===== config.mk =====
export PLATFORM = sky130hd
export DESIGN_NAME = axil_arbiter_rr_wr
export DESIGN_NICKNAME = d
export VERILOG_FILES = /design/src/rtl/axil_arbiter_rr_wr.sv
export SDC_FILE = /design/constraint.sdc
export NUM_CORES = 1
export LEC_CHECK = 0
export ABC_AREA = 1
export BUFFER_PORTS_ARGS = -buffer_cell sky130_fd_sc_hd__buf_2
export CAP_MARGIN = 20
export CORE_MARGIN = 2
export CORE_UTILIZATION = 45
export CTS_BUF_LIST = sky130_fd_sc_hd__clkbuf_4 sky130_fd_sc_hd__clkbuf_8 sky130_fd_sc_hd__clkbuf_16
export DETAILED_ROUTE_END_ITERATION = 10
export PLACE_DENSITY = 0.81
export SETUP_SLACK_MARGIN = 0.5
export SYNTH_ARGS = -nofsm -noshare
export SYNTH_HDL_FRONTEND = slang
export SYNTH_SLANG_ARGS = --single-unit

===== constraint.sdc =====
create_clock -name aclk -period 1.29 [get_ports aclk]
set_input_delay 0.0645 -clock aclk [delete_from_list [all_inputs] [get_ports aclk]]
set_output_delay 0.0645 -clock aclk [all_outputs]
set_load 0.02 [all_outputs]

===== src/rtl/axil_arbiter_rr_wr.sv =====
// Round-robin arbiter that shares one AXI-Lite slave write port among NUMBER_MASTER masters.
// Latency: grant appears 1 cycle after request; AW/W/B phases each close on the edge after their handshake.
// Backpressure: the grant is held until AW, W and B have all completed, and each of AW and W is gated after its handshake.
//
// Ports:
//   aclk, aresetn            clock, synchronous active-low reset
//   request_wr[N]            per-master write request (awvalid | wvalid)
//   m_axil_awvalid[N]        per-master AW valid
//   s_axil_awready           slave AW ready
//   m_axil_wvalid[N]         per-master W valid
//   s_axil_wready            slave W ready
//   s_axil_bvalid            slave B valid
//   m_axil_bready[N]         per-master B ready
//   grant_wr[N]              one-hot grant, zero when idle
//   grant_wr_cdr             binary index of the granted master, zero when idle
//   aw_en, w_en              AW / W channel open for the granted master
//   arb_busy                 a write transaction is in progress
module axil_arbiter_rr_wr #(
  parameter int NUMBER_MASTER = 4
) (
  input  logic                             aclk,
  input  logic                             aresetn,
  input  logic [NUMBER_MASTER-1:0]         request_wr,
  input  logic [NUMBER_MASTER-1:0]         m_axil_awvalid,
  input  logic                             s_axil_awready,
  input  logic [NUMBER_MASTER-1:0]         m_axil_wvalid,
  input  logic                             s_axil_wready,
  input  logic                             s_axil_bvalid,
  input  logic [NUMBER_MASTER-1:0]         m_axil_bready,
  output logic [NUMBER_MASTER-1:0]         grant_wr,
  output logic [$clog2(NUMBER_MASTER)-1:0] grant_wr_cdr,
  output logic                             aw_en,
  output logic                             w_en,
  output logic                             arb_busy
);

  localparam int IDX_W = $clog2(NUMBER_MASTER);

  typedef enum logic [1:0] {
    IDLE = 2'd0,
    DATA = 2'd1,
    RESP = 2'd2
  } state_t;

  state_t                   state, state_nxt;
  logic [IDX_W-1:0]         rr_ptr, rr_ptr_nxt;
  logic                     aw_done, aw_done_nxt;
  logic                     w_done, w_done_nxt;
  logic [NUMBER_MASTER-1:0] grant_nxt;
  logic [IDX_W-1:0]         cdr_nxt;
  logic                     aw_en_nxt, w_en_nxt, busy_nxt;

  logic [IDX_W-1:0]         cand_idx;
  logic [IDX_W:0]           scan_idx;
  logic                     aw_hs, w_hs, b_hs;

  // Candidate search: walk offsets from the highest down so the smallest
  // offset from rr_ptr is the last (winning) assignment. The extra bit in
  // scan_idx keeps rr_ptr+offset from overflowing before the explicit wrap,
  // which is what makes non-power-of-two counts wrap at NUMBER_MASTER-1.
  always_comb begin
    cand_idx = '0;
    scan_idx = '0;
    for (int i = NUMBER_MASTER - 1; i >= 0; i--) begin
      scan_idx = {1'b0, rr_ptr} + (IDX_W+1)'(i);
      if (scan_idx >= (IDX_W+1)'(NUMBER_MASTER))
        scan_idx = scan_idx - (IDX_W+1)'(NUMBER_MASTER);
      if (request_wr[scan_idx[IDX_W-1:0]])
        cand_idx = scan_idx[IDX_W-1:0];
    end
  end

  // Handshakes only count for the granted master and only while the channel is open.
  assign aw_hs = aw_en & m_axil_awvalid[grant_wr_cdr] & s_axil_awready;
  assign w_hs  = w_en & m_axil_wvalid[grant_wr_cdr] & s_axil_wready;
  assign b_hs  = s_axil_bvalid & m_axil_bready[grant_wr_cdr];

  always_comb begin
    state_nxt   = state;
    rr_ptr_nxt  = rr_ptr;
    aw_done_nxt = aw_done;
    w_done_nxt  = w_done;
    grant_nxt   = grant_wr;
    cdr_nxt     = grant_wr_cdr;
    aw_en_nxt   = aw_en;
    w_en_nxt    = w_en;
    busy_nxt    = arb_busy;

    case (state)
      IDLE: begin
        if (|request_wr) begin
          grant_nxt           = '0;
          grant_nxt[cand_idx] = 1'b1;
          cdr_nxt             = cand_idx;
          aw_en_nxt           = 1'b1;
          w_en_nxt            = 1'b1;
          busy_nxt            = 1'b1;
          aw_done_nxt         = 1'b0;
          w_done_nxt          = 1'b0;
          state_nxt           = DATA;
        end
      end

      DATA: begin
        if (aw_hs) begin
          aw_done_nxt = 1'b1;
          aw_en_nxt   = 1'b0;
        end
        if (w_hs) begin
          w_done_nxt = 1'b1;
          w_en_nxt   = 1'b0;
        end
        // Handshakes landing this cycle count, so AW+W together go straight to RESP.
        if ((aw_done | aw_hs) & (w_done | w_hs))
          state_nxt = RESP;
      end

      RESP: begin
        aw_en_nxt = 1'b0;
        w_en_nxt  = 1'b0;
        if (b_hs) begin
          state_nxt    = IDLE;
          grant_nxt    = '0;
          cdr_nxt      = '0;
          busy_nxt     = 1'b0;
          rr_ptr_nxt   = (grant_wr_cdr == IDX_W'(NUMBER_MASTER - 1)) ? '0
                                                                       : grant_wr_cdr + 1'b1;
        end
      end

      default: begin
        state_nxt = IDLE;
        grant_nxt = '0;
        cdr_nxt   = '0;
        aw_en_nxt = 1'b0;
        w_en_nxt  = 1'b0;
        busy_nxt  = 1'b0;
      end
    endcase
  end

  always_ff @(posedge aclk) begin
    if (!aresetn) begin
      state        <= IDLE;
      rr_ptr       <= '0;
      aw_done      <= 1'b0;
      w_done       <= 1'b0;
      grant_wr     <= '0;
      grant_wr_cdr <= '0;
      aw_en        <= 1'b0;
      w_en         <= 1'b0;
      arb_busy     <= 1'b0;
    end else begin
      state        <= state_nxt;
      rr_ptr       <= rr_ptr_nxt;
      aw_done      <= aw_done_nxt;
      w_done       <= w_done_nxt;
      grant_wr     <= grant_nxt;
      grant_wr_cdr <= cdr_nxt;
      aw_en        <= aw_en_nxt;
      w_en         <= w_en_nxt;
      arb_busy     <= busy_nxt;
    end
  end

endmodule


# [Word-level counts from Yosys, hierarchy flattened]
# Cells that the tools add are included.
[op_classes] n_div=0 multipliers=0 order_cmp=11 bitwise_logic=9 mux=46 eq_ne=8 shifts=0 addsub=8 reduce_logical=11
[ops] cell="2-bit two-way mux" n=13
[ops] cell="2-bit by 3-bit < comparator with 1-bit output (second input constant)" n=6
[ops] cell="1-bit two-way mux" n=15
[ops] cell="1-bit binary-select mux with 2-bit select" n=7
[ops] cell="2-bit case mux with 3 select lines" n=2
[ops] cell="4-bit case mux with 3 select lines" n=1
[ops] cell="3-bit AND reduction" n=4
[ops] cell="2-bit != test (second input constant)" n=5
[ops] cell="3-bit greater-or-equal comparator (second input constant)" n=3
[ops] cell="4-bit two-way mux" n=2
[ops] cell="1-bit case mux with 2 select lines" n=4
[ops] cell="2-bit by 1-bit subtractor with 2-bit output (second input constant)" n=4
[ops] cell="2-bit by 2-bit adder with 3-bit output (second input constant)" n=2
[ops] cell="1-bit AND" n=6
[ops] cell="2-bit AND reduction" n=3
[ops] cell="2-bit equality test (second input constant)" n=2
[ops] cell="4-bit OR reduction" n=1
[ops] cell="2-bit by 1-bit adder with 3-bit output (second input constant)" n=1
[ops] cell="2-bit by 3-bit greater-or-equal comparator with 1-bit output (second input constant)" n=1
[ops] cell="1-bit case mux with 3 select lines" n=1
[ops] cell="2-bit by 1-bit adder with 2-bit output (second input constant)" n=1
[ops] cell="1-bit demux with 2-bit select" n=1
[ops] cell="2-bit by 1-bit equality test with 1-bit output (second input constant)" n=1
[ops] cell="2-bit by 1-bit greater-or-equal comparator with 1-bit output (second input constant)" n=1
[ops] cell="other kinds (5)" n=6
[word_totals] wordCells=102 ram_bits=0 n_memories=0 latchBits=0 regBits=15 output_inout_bits=9 romBits=0

# [Logic depth before layout (Yosys ltp)]
[depth] depth_word=15 depth_mapped=14 depth_no_buf=13

# [Least setup slack after synthesis]
# Ideal clock, no wire load.
[synth_timing] kind="register -> register" startpoint="register grant_wr_cdr[0]" endpoint="register aw_en" stages_incl_launch_ff=11 t_arrival_ps=1311 path_buffers=1 setup_slack_ps=-146 path_cell_list="dfxtp_1 -> buf_2 -> nor2_1 -> nor2_1 -> o21ai_0 -> nand2_1 -> nand3_1 -> a21oi_1 -> nor2_1 -> nor2_1 -> nor2_1"
[synth_between] elab_chain_cells=6
[synth_rtl] element="start, declared" line_no="31" rtl="output logic [$clog2(NUMBER_MASTER)-1:0] grant_wr_cdr,"
[synth_rtl] element="start signal, assigned" line_no="159" rtl="grant_wr_cdr <= cdr_nxt;"
[synth_rtl] element="1-bit binary-select mux with 2-bit select" line_no="74" rtl="assign aw_hs = aw_en & m_axil_awvalid[grant_wr_cdr] & s_axil_awready;"
[synth_rtl] element="1-bit two-way mux (not written as such)" line_no="74"
[synth_rtl] element="1-bit AND (2 in series)" line_no="74"
[synth_rtl] element="2-bit != test (no line)"
[synth_rtl] element="2-bit AND reduction (no line)"
[synth_rtl] element="end signal, assigned" line_no="160" rtl="aw_en <= aw_en_nxt;"
[synth_rtl] element="end, declared" line_no="32" rtl="output logic aw_en,"
# Every way passes these cells. The select of a mux whose other input is x is not followed.
# A chain may end at the register's enable or synchronous reset.

# [Worst setup path after layout]
[layout_timing] startpoint="register rr_ptr[0]" endpoint="register grant_wr[2]"
[layout_between] elab_chain_cells=15 elab_cells_between_ends=34 cone_classes="add/sub (7); order compare (6); mux (20); reduce/logical (1)"
[layout_rtl] element="start, declared" line_no="46" rtl="logic [IDX_W-1:0] rr_ptr, rr_ptr_nxt;"
[layout_rtl] element="start signal, assigned" line_no="155" rtl="rr_ptr <= rr_ptr_nxt;"
[layout_rtl] element="2-bit by 2-bit adder with 3-bit output" line_no="65" rtl="scan_idx = {1'b0, rr_ptr} + (IDX_W+1)'(i);"
[layout_rtl] element="3-bit greater-or-equal comparator or 2-bit by 1-bit subtractor with 2-bit output (tied branches)" line_no="66, 67"
[layout_rtl] element="2-bit two-way mux" line_no="66" rtl="if (scan_idx >= (IDX_W+1)'(NUMBER_MASTER))"
[layout_rtl] element="1-bit binary-select mux with 2-bit select" line_no="68" rtl="if (request_wr[scan_idx[IDX_W-1:0]])"
[layout_rtl] element="1-bit two-way mux (not written as such)" line_no="68"
[layout_rtl] element="2-bit two-way mux (3 in series)" line_no="68"
[layout_rtl] element="2-bit two-way mux (*)" line_no="68"
[layout_rtl] element="2-bit by 3-bit < comparator with 1-bit output (not written as such) or 2-bit by 1-bit greater-or-equal comparator with 1-bit output (tied branches)" line_no="93" rtl="grant_nxt[cand_idx] = 1'b1;"
[layout_rtl] element="1-bit logical AND (not written as such)" line_no="93"
[layout_rtl] element="1-bit two-way mux (not written as such)" line_no="93"
[layout_rtl] element="1-bit demux with 2-bit select (*)" line_no="93"
[layout_rtl] element="4-bit two-way mux (*)" line_no="91" rtl="if (|request_wr) begin"
[layout_rtl] element="4-bit case mux with 3 select lines (*)" line_no="89" rtl="case (state)"
[layout_rtl] element="end signal, assigned" line_no="158" rtl="grant_wr <= grant_nxt;"
[layout_rtl] element="end, declared" line_no="30" rtl="output logic [NUMBER_MASTER-1:0] grant_wr,"
# Mark *: on every way between the ends. The rest lies on a longest branch, timed or not. The select of a mux whose other input is x is not followed.

==> flow_metrics.tcl <==
set metrics [dict create \
    end_kind "flop" \
    antenna_found_initial 0 \
    drive_gt1_share_pct 53.6 \
    tns_ns -0.826 \
    die_width_um 50.5 \
    final_area_sq_mm 0.00151 \
    p_per_area_mw_per_mm2 886 \
    cts_tree "done" \
    power_frac_seq_pct 40.7 \
    p_sw_share_pct 36.4 \
    hold_buffers 0 \
    synth_compound_area_share_pct 14.5 \
    status "finished, violations left" \
    fin_util_pct 75.5 \
    period_share_pct 111 \
    fin_skew_ns 0.00116 \
    synth_top_family_by_area "simple AND/OR/NAND/NOR gates" \
    drcViolationCount 0 \
    cts-htree-levels 1 \
    die_height_um 50.5 \
    clkPwrFrac_pct 21.1 \
    clock_path_buffers 2 \
    start_util_pct 48.6 \
    wl_mm 3.15 \
    intPower_mw 0.851 \
    synth.area.mux_share_pct 0 \
    synth_area_sq_um 972 \
    dpl-instance-area_sq_mm 0.00122 \
    most-common-layout-cells "31 x nand2_1, 20 x buf_2, 17 x nor2_1, 17 x nand2_2, 16 x buf_4" \
    dpl_worst_slack_ns -0.112 \
    drt_pass1_iterations 4 \
    cp-start-kind "flop" \
    final-setup-viol-count 8 \
    synthCells 159 \
    final_common_cell "nand2_1" \
    avgViaCountPerCell 5.33 \
    fillerInstances 157 \
    grt_pass1_wl_mm 5.03 \
    cp_cell_sequence "inv_6 -> nand2_2 -> nand2_2 -> nand2_2 -> buf_4 -> o21a_1 -> nand2_2 -> nand2_2 -> nand2_2 -> nor2_1 -> nor2_1 -> nor2_1" \
    grt_overflow 0 \
    ir_drop_v 0.000594 \
    root_buffer "clkbuf_4" \
    antenna_cells 0 \
    clkTransAtPathRegs_ns 0.09 \
    max_freq_ghz 0.701 \
    fp.coreArea_sq_mm 0.00200 \
    synth-seq-cells 15 \
    synth.yosys.seq_area_share_pct 30.9 \
    globalplace.congestion 0.952 \
    violations "negative setup slack" \
    hpwl_mm 1.93 \
    num_vias 1259 \
    hold_viol 0 \
    tightestPinTransition_ns 0.369 \
    drtIter0Drc 55 \
    slowest_delay_ns 0.39 \
    rows 16 \
    min-delay-path-class "input pin to flop" \
    worstPathRequired_ns 1.48 \
    synth_adder_area_share_pct 1.29 \
    grt_max_degree 12 \
    cp_num_buf_inv 2 \
    drv_cap 0 \
    yosysWarnings 0 \
    clk_latency_ns 0.30 \
    die_area_sq_mm 0.00255 \
    grt_pass1_vias 1205 \
    syn_to_final_growth_pct 55.5 \
    syn_nets 181 \
    avgSynthCellArea_sq_um 6.11 \
    p_switching_mw 0.488 \
    crit_type "flop to flop" \
    worst-path-max-fanout 8 \
    grt_usage_pct 26.2 \
    rsz0062_at_grt "true" \
    slew_headroom_pct 75.4 \
    dp.cells 219 \
    p_comb_share_pct 38.1 \
    setup_slack_ns -0.136 \
    power_leakage_nw 0.735 \
    io_pins 30 \
    critical-path-top-delay-family "simple AND/OR/NAND/NOR gates" \
    stdcell_count 236 \
    cts_buffers 3 \
    synth_simple_gate_area_share_pct 42.1 \
    maxSlewViolCount 0 \
    synth.distinct_cells 21 \
    r2r_slack_ns -0.14 \
    synth-xor-area-share_pct 0 \
    nets 232 \
    cts_sinks 15 \
    post-route-min-period_ns 1.43 \
    slowest_stage "dfxtp_4" \
    arrival_ns 1.61 \
    cp_common_cell "nand2_2" \
    routedWlPerCell_um 13.4 \
    io_buffers 29 \
    ant_nets 0 \
]
==> area by class of cell <==
class	instances	area, sq um	area share, %
Sequential cell	15	328	21.7
Timing Repair Buffer	49	367	24.3
Inverter	21	86.3	5.71
Tap cell	27	33.8	2.24
Clock buffer	3	22.5	1.49
Multi-Input combinational cell	120	669	44.3
Clock inverter	1	5.00	0.331
==> final timing paths <==
| path | start | endpoint | cells past startpoint |
|---|---|---|---|
| worst max-delay path | rr_ptr[0]$_SDFFE_PN0P_ | grant_wr[2]$_SDFFE_PN0P_ | 12 |
| worst min register to register | arb_busy$_SDFFE_PN0P_ | arb_busy$_SDFFE_PN0P_ | 2 |
| worst max register to register | rr_ptr[0]$_SDFFE_PN0P_ | grant_wr[2]$_SDFFE_PN0P_ | 12 |
| worst min-delay path | aresetn | rr_ptr[1]$_SDFFE_PN0P_ | 3 |
==> metrics by stage <==
stage / total power, mW / hold slack (ns)
after floorplan: 0.803 / 0.199
after global placement: 0.906 / 0.369
after detailed placement: 0.916 / 0.363
after CTS: 1.29 / 0.0409
after global routing: 1.41 / 0.0699
final: 1.34 / 0.0565
==> cells in the mapped netlist (all sizes together) <==
cell type    number  area share, %
nand2            50             21
nor2             24             10
inv              21            8.6
nand3            16            8.8
dfxtp            15             31
a21oi            13            7.1
o21ai            10            5.1
nand4             3            1.9
a21boi            2            1.5
buf               2            1.7
dlygate4sd1       1           0.90
ha                1            1.3
o21a              1           0.77
==> tightest hold or removal path, stage by stage <==
cell     delay, ns
buf_2         0.13
o21ai_1       0.07
a21oi_1       0.05
==> power groups by stage <==
| stage | clock network (mW) | logic [mW] | registers [mW] |
|---|---|---|---|
| after floorplan | 0 | 0.231 | 0.572 |
| after global placement | 0 | 0.357 | 0.549 |
| after detailed placement | 0 | 0.365 | 0.551 |
| after CTS | 0.284 | 0.462 | 0.543 |
| after global routing | 0.305 | 0.557 | 0.550 |
| final | 0.283 | 0.511 | 0.545 |
==> cells by family (layout without fill, tap and decap cells) <==
| kind of cell | count (synthesis) | in the layout |
|---|---|---|
| AND/OR/NAND/NOR | 93 | 93 |
| AO/OA/AOI/OAI | 26 | 26 |
| buffers and inverters | 24 | 74 |
| flip-flops | 15 | 15 |
| adder cells (fa/ha/maj) | 1 | 1 |
==> sequential cells by signal (all words and copies together) (netlist names) <==
| name | cells |
|---|---|
| w_en | 1 |
| grant_wr | 4 |
| arb_busy | 1 |
| grant_wr_cdr | 2 |
| aw_done | 1 |
| rr_ptr | 2 |
| aw_en | 1 |
| state | 2 |
| w_done | 1 |
==> layer usage <==
layer  GRT usage, %  vias up  part of all wire, %  wire length [um]
met1           30.5      572                   40              1280
met2           44.3       63                   50              1570
met3           4.46       13                  6.4               201
li1               -      611                    -                 -
met4           16.7        0                  3.4               106
met5              0        -                    0                 0
==> what timing repair did <==
item                                   in CTS  in global routing
resized for setup                          47                 15
pin swaps                                  15                 12
buffers inserted                            9                  4
setup endpoints to repair                  24                 24
endpoints found under the hold margin       0                  0
gates cloned                                0                  0
No activity file was read; power rests on OpenSTA's default activity.
